## config.mk

```make
export PLATFORM = sky130hd
export DESIGN_NAME = bit_population_enumerator
export DESIGN_NICKNAME = d
export VERILOG_FILES = /design/src/rtl/bit_pop_pkg.sv /design/src/rtl/bit_population_enumerator_lsb_index.sv /design/src/rtl/bit_population_enumerator.sv
export SDC_FILE = /design/constraint.sdc
export NUM_CORES = 1
export LEC_CHECK = 0
export CORE_MARGIN = 2
export CORE_UTILIZATION = 40
export CTS_BUF_LIST = sky130_fd_sc_hd__clkbuf_2 sky130_fd_sc_hd__clkbuf_4 sky130_fd_sc_hd__clkbuf_8
export DETAILED_ROUTE_END_ITERATION = 7
export SLEW_MARGIN = 20
export SYNTH_ARGS = -nofsm -noshare
export SYNTH_HDL_FRONTEND = slang
export SYNTH_SLANG_ARGS = --single-unit
export TNS_END_PERCENT = 10
```

## constraint.sdc

```tcl
create_clock -name clk_i -period 4.8 [get_ports clk_i]
set_input_delay 1.44 -clock clk_i [delete_from_list [all_inputs] [get_ports clk_i]]
set_output_delay 1.44 -clock clk_i [all_outputs]
set_load 0.02 [all_outputs]
```

## src/rtl/bit_pop_pkg.sv

```systemverilog
// Shared types and helpers for the bit population enumerator.
//   state_e     : controller state (IDLE waits for a request, RUN streams words)
//   count_width : width of the requested-k port, $clog2(width)+1, so k=width fits
package bit_pop_pkg;

    typedef enum logic [0:0] {
        IDLE = 1'b0,
        RUN  = 1'b1
    } state_e;

    function automatic int unsigned count_width(input int unsigned width);
        return $clog2(width) + 1;
    endfunction

endpackage

```

## src/rtl/bit_population_enumerator_lsb_index.sv

```systemverilog
// Lowest-set-bit index (trailing-zero count) of a word; combinational.
//   data_i  : WIDTH-bit word
//   index_o : index of the lowest set bit, 0 when data_i is zero
module lsb_index #(
    parameter int unsigned WIDTH = 24
) (
    input  logic [WIDTH-1:0]         data_i,
    output logic [$clog2(WIDTH)-1:0] index_o
);

    localparam int unsigned IW = $clog2(WIDTH);

    // Scan from the top so the lowest set bit is the last one written.
    always_comb begin
        index_o = '0;
        for (int i = int'(WIDTH) - 1; i >= 0; i--) begin
            if (data_i[i]) begin
                index_o = IW'(i);
            end
        end
    end

endmodule

```

## src/rtl/bit_population_enumerator.sv

```systemverilog
// Streams every WIDTH-bit word with exactly k ones, ascending, one word per
// accepted handshake.
//   clk_i / srst_i              : clock, synchronous active-high reset
//   count_i / count_val_i       : requested k and its valid
//   count_ready_o               : idle and able to take a new k
//   data_o / data_val_o         : current word and its valid
//   data_ready_i                : downstream accepts data_o
//   data_last_o                 : data_o is the final word of this k
//   err_o                       : one-cycle pulse for an illegal k (k > WIDTH)
module bit_population_enumerator
    import bit_pop_pkg::*;
#(
    parameter int unsigned WIDTH = 24
) (
    input  logic                          clk_i,
    input  logic                          srst_i,
    input  logic [count_width(WIDTH)-1:0] count_i,
    input  logic                          count_val_i,
    output logic                          count_ready_o,
    output logic [WIDTH-1:0]              data_o,
    output logic                          data_val_o,
    input  logic                          data_ready_i,
    output logic                          data_last_o,
    output logic                          err_o
);

    localparam int unsigned IW = $clog2(WIDTH);

    state_e           state_q;
    state_e           state_d;
    logic [WIDTH-1:0] data_q;
    logic [WIDTH-1:0] data_d;
    logic [WIDTH-1:0] top_mask_q;
    logic [WIDTH-1:0] top_mask_d;
    logic             val_q;
    logic             val_d;
    logic             last_q;
    logic             last_d;
    logic             err_q;
    logic             err_d;
    logic             ready_q;
    logic             ready_d;

    logic             accept;
    logic             k_legal;
    logic             xfer;
    logic [WIDTH-1:0] low_bit;
    logic [WIDTH:0]   sum;
    logic [WIDTH:0]   diff;
    logic [IW-1:0]    tz;
    logic [WIDTH-1:0] next_word;
    logic [WIDTH-1:0] first_word;
    logic [WIDTH-1:0] req_top_mask;

    assign accept  = (state_q == IDLE) && ready_q && count_val_i;
    assign k_legal = (32'(count_i) <= WIDTH);
    assign xfer    = (state_q == RUN) && val_q && data_ready_i;

    // Next combination of the same popcount (Gosper's step).
    lsb_index #(
        .WIDTH (WIDTH)
    ) u_lsb_index (
        .data_i  (data_q),
        .index_o (tz)
    );

    assign low_bit   = data_q & (~data_q + WIDTH'(1));
    // One extra bit so the carry out of the add never folds back into the word.
    assign sum       = {1'b0, data_q} + {1'b0, low_bit};
    assign diff      = sum ^ {1'b0, data_q};
    assign next_word = sum[WIDTH-1:0] | WIDTH'(diff >> (32'(tz) + 32'd2));

    // First word is k ones at the bottom; the last is k ones at the top.
    assign first_word   = WIDTH'(((WIDTH+1)'(1) << count_i) - (WIDTH+1)'(1));
    assign req_top_mask = ~WIDTH'(((WIDTH+1)'(1) << (32'(WIDTH) - 32'(count_i)))
                                  - (WIDTH+1)'(1));

    // State and output registers.
    always_ff @(posedge clk_i) begin
        if (srst_i) begin
            state_q    <= IDLE;
            data_q     <= '0;
            top_mask_q <= '0;
            val_q      <= 1'b0;
            last_q     <= 1'b0;
            err_q      <= 1'b0;
            ready_q    <= 1'b0;
        end else begin
            state_q    <= state_d;
            data_q     <= data_d;
            top_mask_q <= top_mask_d;
            val_q      <= val_d;
            last_q     <= last_d;
            err_q      <= err_d;
            ready_q    <= ready_d;
        end
    end

    // Next state.
    always_comb begin
        state_d = state_q;
        case (state_q)
            IDLE: begin
                if (accept && k_legal) begin
                    state_d = RUN;
                end
            end
            RUN: begin
                if (xfer && last_q) begin
                    state_d = IDLE;
                end
            end
            default: state_d = IDLE;
        endcase
    end

    // Next values of the registered outputs and word datapath.
    always_comb begin
        data_d     = data_q;
        top_mask_d = top_mask_q;
        val_d      = val_q;
        last_d     = last_q;
        err_d      = 1'b0;
        ready_d    = ready_q;
        case (state_q)
            IDLE: begin
                ready_d = 1'b1;
                val_d   = 1'b0;
                last_d  = 1'b0;
                if (accept) begin
                    if (k_legal) begin
                        data_d     = first_word;
                        top_mask_d = req_top_mask;
                        val_d      = 1'b1;
                        last_d     = (first_word == req_top_mask);
                        ready_d    = 1'b0;
                    end else begin
                        err_d = 1'b1;
                    end
                end
            end
            RUN: begin
                if (xfer) begin
                    if (last_q) begin
                        val_d   = 1'b0;
                        last_d  = 1'b0;
                        ready_d = 1'b1;
                    end else begin
                        data_d = next_word;
                        last_d = (next_word == top_mask_q);
                    end
                end
            end
            default: begin
                val_d   = 1'b0;
                last_d  = 1'b0;
                ready_d = 1'b0;
            end
        endcase
    end

    assign count_ready_o = ready_q;
    assign data_o        = data_q;
    assign data_val_o    = val_q;
    assign data_last_o   = last_q;
    assign err_o         = err_q;

endmodule

```

==> reports/metrics.cfg <==
[status]
status = finished, final reports clean

[grt]
grtUsageMet3 = 0.0506
grtUsageMet1 = 0.448
overflow = 0
grt_pass1_wl_um = 52000
grt_max_degree = 53
use_met2 = 0.533
antenna_found_initial = 1
busiest_layer = met2
grt_util_all_layers = 0.335
grt_pass1_vias = 8672

[worst_setup_path]
r2r_slack_ns = 0.26
endpoint_kind = flip-flop
cp.arrival_ns = 4.80
r2r-end = data_last_o
crit_end = data_last_o
worstRegToRegCells = 13
crit_fanout = 13
required_ns = 5.06
max_stage_delay_ns = 0.72
slowest_stage = or4_4
crit_chain = or4_4 > nor2_1 > and3_1 > a21o_1 > a211oi_4 > a21oi_1 > a21oi_1 > and2_1 > o32ai_1 > buf_4 > xnor2_1 > nand4_1 > o31ai_2
crit_top_cell = a21oi_1
start_kind = flip-flop
path_class = flip-flop to flip-flop
rr_startpoint = data_o[1]
worstSetupStartpoint = data_o[1]

[logic_synthesis]
synth_top_flop_cell = dfxtp_1
synthesis.area_um2 = 7590
ys_ff_latch = 53
synth_xor_area_frac = 0.0531
yosys.area_share.adder = 0.0132
ys_async_sr_fraction = 0
synth_cell_type_count = 85
synth_warnings = 0
synth-edff-count = 0
yosysTopAreaCell = dfxtp_1
synth.yosys.seq_area_share = 0.140
synth_area_leaders = dfxtp_1 (14%), nor2_1 (8.4%), a21oi_1 (7.1%), nand2_1 (6.2%), a211oi_1 (4.8%)
yosysTopAreaCellShare = 0.140
muxShareOfSynthArea = 0.0282
synth_top_family_by_area = compound AO/OA/AOI/OAI gates
syn_avg_cell_area_um2 = 6.52
synth_nets = 1181
yosys.area_share.simple = 0.327
netlist_instances = 1163
synth-compound-area-share = 0.376

[finish]
nNetsFinal = 1238
final_cell_mix = nor2_1 (168), nand2_1 (125), buf_4 (109)
final_common_cell = nor2_1
drive_gt1_frac = 0.137
syn_to_final_growth_pct = 16.8

[place]
gp_congestion = 1.03
hpwl_um = 27000
io_buffers = 37

[floorplan]
ios = 38
die_x_um = 142
die_h_um = 142
rows = 50
start_util = 0.407
core_um2 = 18600
dieArea_um2 = 20100

[detailed_routing]
via_per_inst = 6.64
vias = 9671
wl_um = 34300
antenna_left = 0
post-route-drc-count = 0
drt_iter0_markers = 980
dr.pass1.iters = 6
routedWlPerCell_um = 23.5

[timing]
maxSlewViolCount = 0
finClkSkew_ns = 0.0188
max_clock_freq_mhz = 220
max_slew_margin = 0.243
setup_violations = 0
final-hold-violation-count = 0
min_period_ns = 4.54
post-route-period-util = 0.945
rsz0062_at_grt = false
worst_pin_slew_ns = 1.13
tns_ns = 0

[power]
powerDensity_nw_per_um2 = 303
leakagePower_nw = 3.26
irDropWorstVdd_mv = 0.165
p_total_mw = 2.68

[clock_network]
clk_pin_slew_worst_paths_ns = 0.11
cts.repair.resized = 0
cts_setup_buffers = 0
cts.path.max_buffers = 2
cts_sinks = 53
postCtsHoldBufs = 0
clock_tree.root_cell = clkbuf_8
cts_tree = done
clk_latency_ns = 0.35
htreeDepth = 2
cts_buffers = 5

[job]
drv_cap = 0

[worst_hold_path]
hold_path_class = flip-flop to flip-flop

## metal layers
metal	wire length (um)	vias up
li1	-	4474
met1	14600	4601
met5	0	-
met3	2650	89
met4	1640	0
met2	15400	507
## through the flow
stage	worst slack, ns	std cells	utilization	hold WS [ns]	instance area, um2
3_5_place_dp	0.0724	1447	0.467	0.462	8710
2_1_floorplan	0.351	1163	-	0.444	7590
3_3_place_gp	0.202	1447	0.467	0.452	8710
5_1_grt	0.0384	1455	0.475	0.493	8850
4_1_cts	0.258	1455	0.474	0.478	8830
6_report	0.263	1456	0.475	0.476	8860
## Yosys cell counts (8+ instances only)
cell type,number
xnor2_1,23
inv_1,16
a211oi_1,48
nor4_1,11
o22ai_1,13
or3_1,12
nor2_1,169
buf_2,12
clkbuf_1,78
a22oi_1,11
o21ai_0,61
a21o_1,12
nand2_1,125
a31oi_1,15
and3_1,20
dfxtp_1,53
o211ai_1,28
nor3_1,37
o31ai_1,11
xor2_1,23
o32ai_1,9
nand4_1,15
a21oi_1,108
mux2i_1,18
ha_1,8
nor2b_1,15
or2_2,8
nand3_1,29
and2_1,18
nand2b_1,14
## cell families (layout without fill, tap and decap cells)
| group | count (synthesis) | in the layout |
|---|---|---|
| and+or+nand+nor | 506 | 506 |
| AOI/OAI and AO/OA | 414 | 414 |
| buffers and inverters | 115 | 173 |
| other | 0 | 1 |
| DFF | 53 | 53 |
| muxes | 21 | 21 |
| xor gates and xnor gates | 46 | 46 |
| adders and majority gates | 8 | 8 |
## flip-flops by register name, indices dropped and copies added, names as in the netlist
signal,flops
data_o,24
top_mask_q,24
count_ready_o,1
data_last_o,1
data_val_o,1
err_o,1
state_q,1
## area by class of cell
| cell class | count | area, um2 |
|---|---|---|
| fill | 1997 | 9790 |
| inverter | 17 | 63.8 |
| clock buffer | 5 | 68.8 |
| clock inverter | 3 | 48.8 |
| multi-input combinational | 995 | 6090 |
| antenna | 1 | 2.50 |
| sequential | 53 | 1060 |
| timing repair buffer | 148 | 1220 |
| tap | 234 | 293 |
## worst max-delay path, delay by kind of cell (launching register included)
family | cells | cell delay [ns]
buf+inv | 1 | 0.20
xor+xnor | 1 | 0.11
flops | 1 | 0.43
compound gates | 6 | 1.83
simple gates | 5 | 1.86
## worst min-delay path by stage
stage | start | endpoint | depth (start not counted)
after global routing | top_mask_q[18] | top_mask_q[18] | 2
after floorplan | top_mask_q[18] | top_mask_q[18] | 2
after global placement | top_mask_q[18] | top_mask_q[18] | 2
after detailed placement | top_mask_q[18] | top_mask_q[18] | 2
final | top_mask_q[2] | top_mask_q[2] | 2
after CTS | top_mask_q[18] | top_mask_q[18] | 2
## power breakdown
group	internal (mW)	leakage, nW	switching, mW
clock network	0.160	0.0563	0.191
registers	0.458	0.431	0.0369
logic	0.651	2.77	1.18
Note: power is estimated with default switching activity, not from simulation.
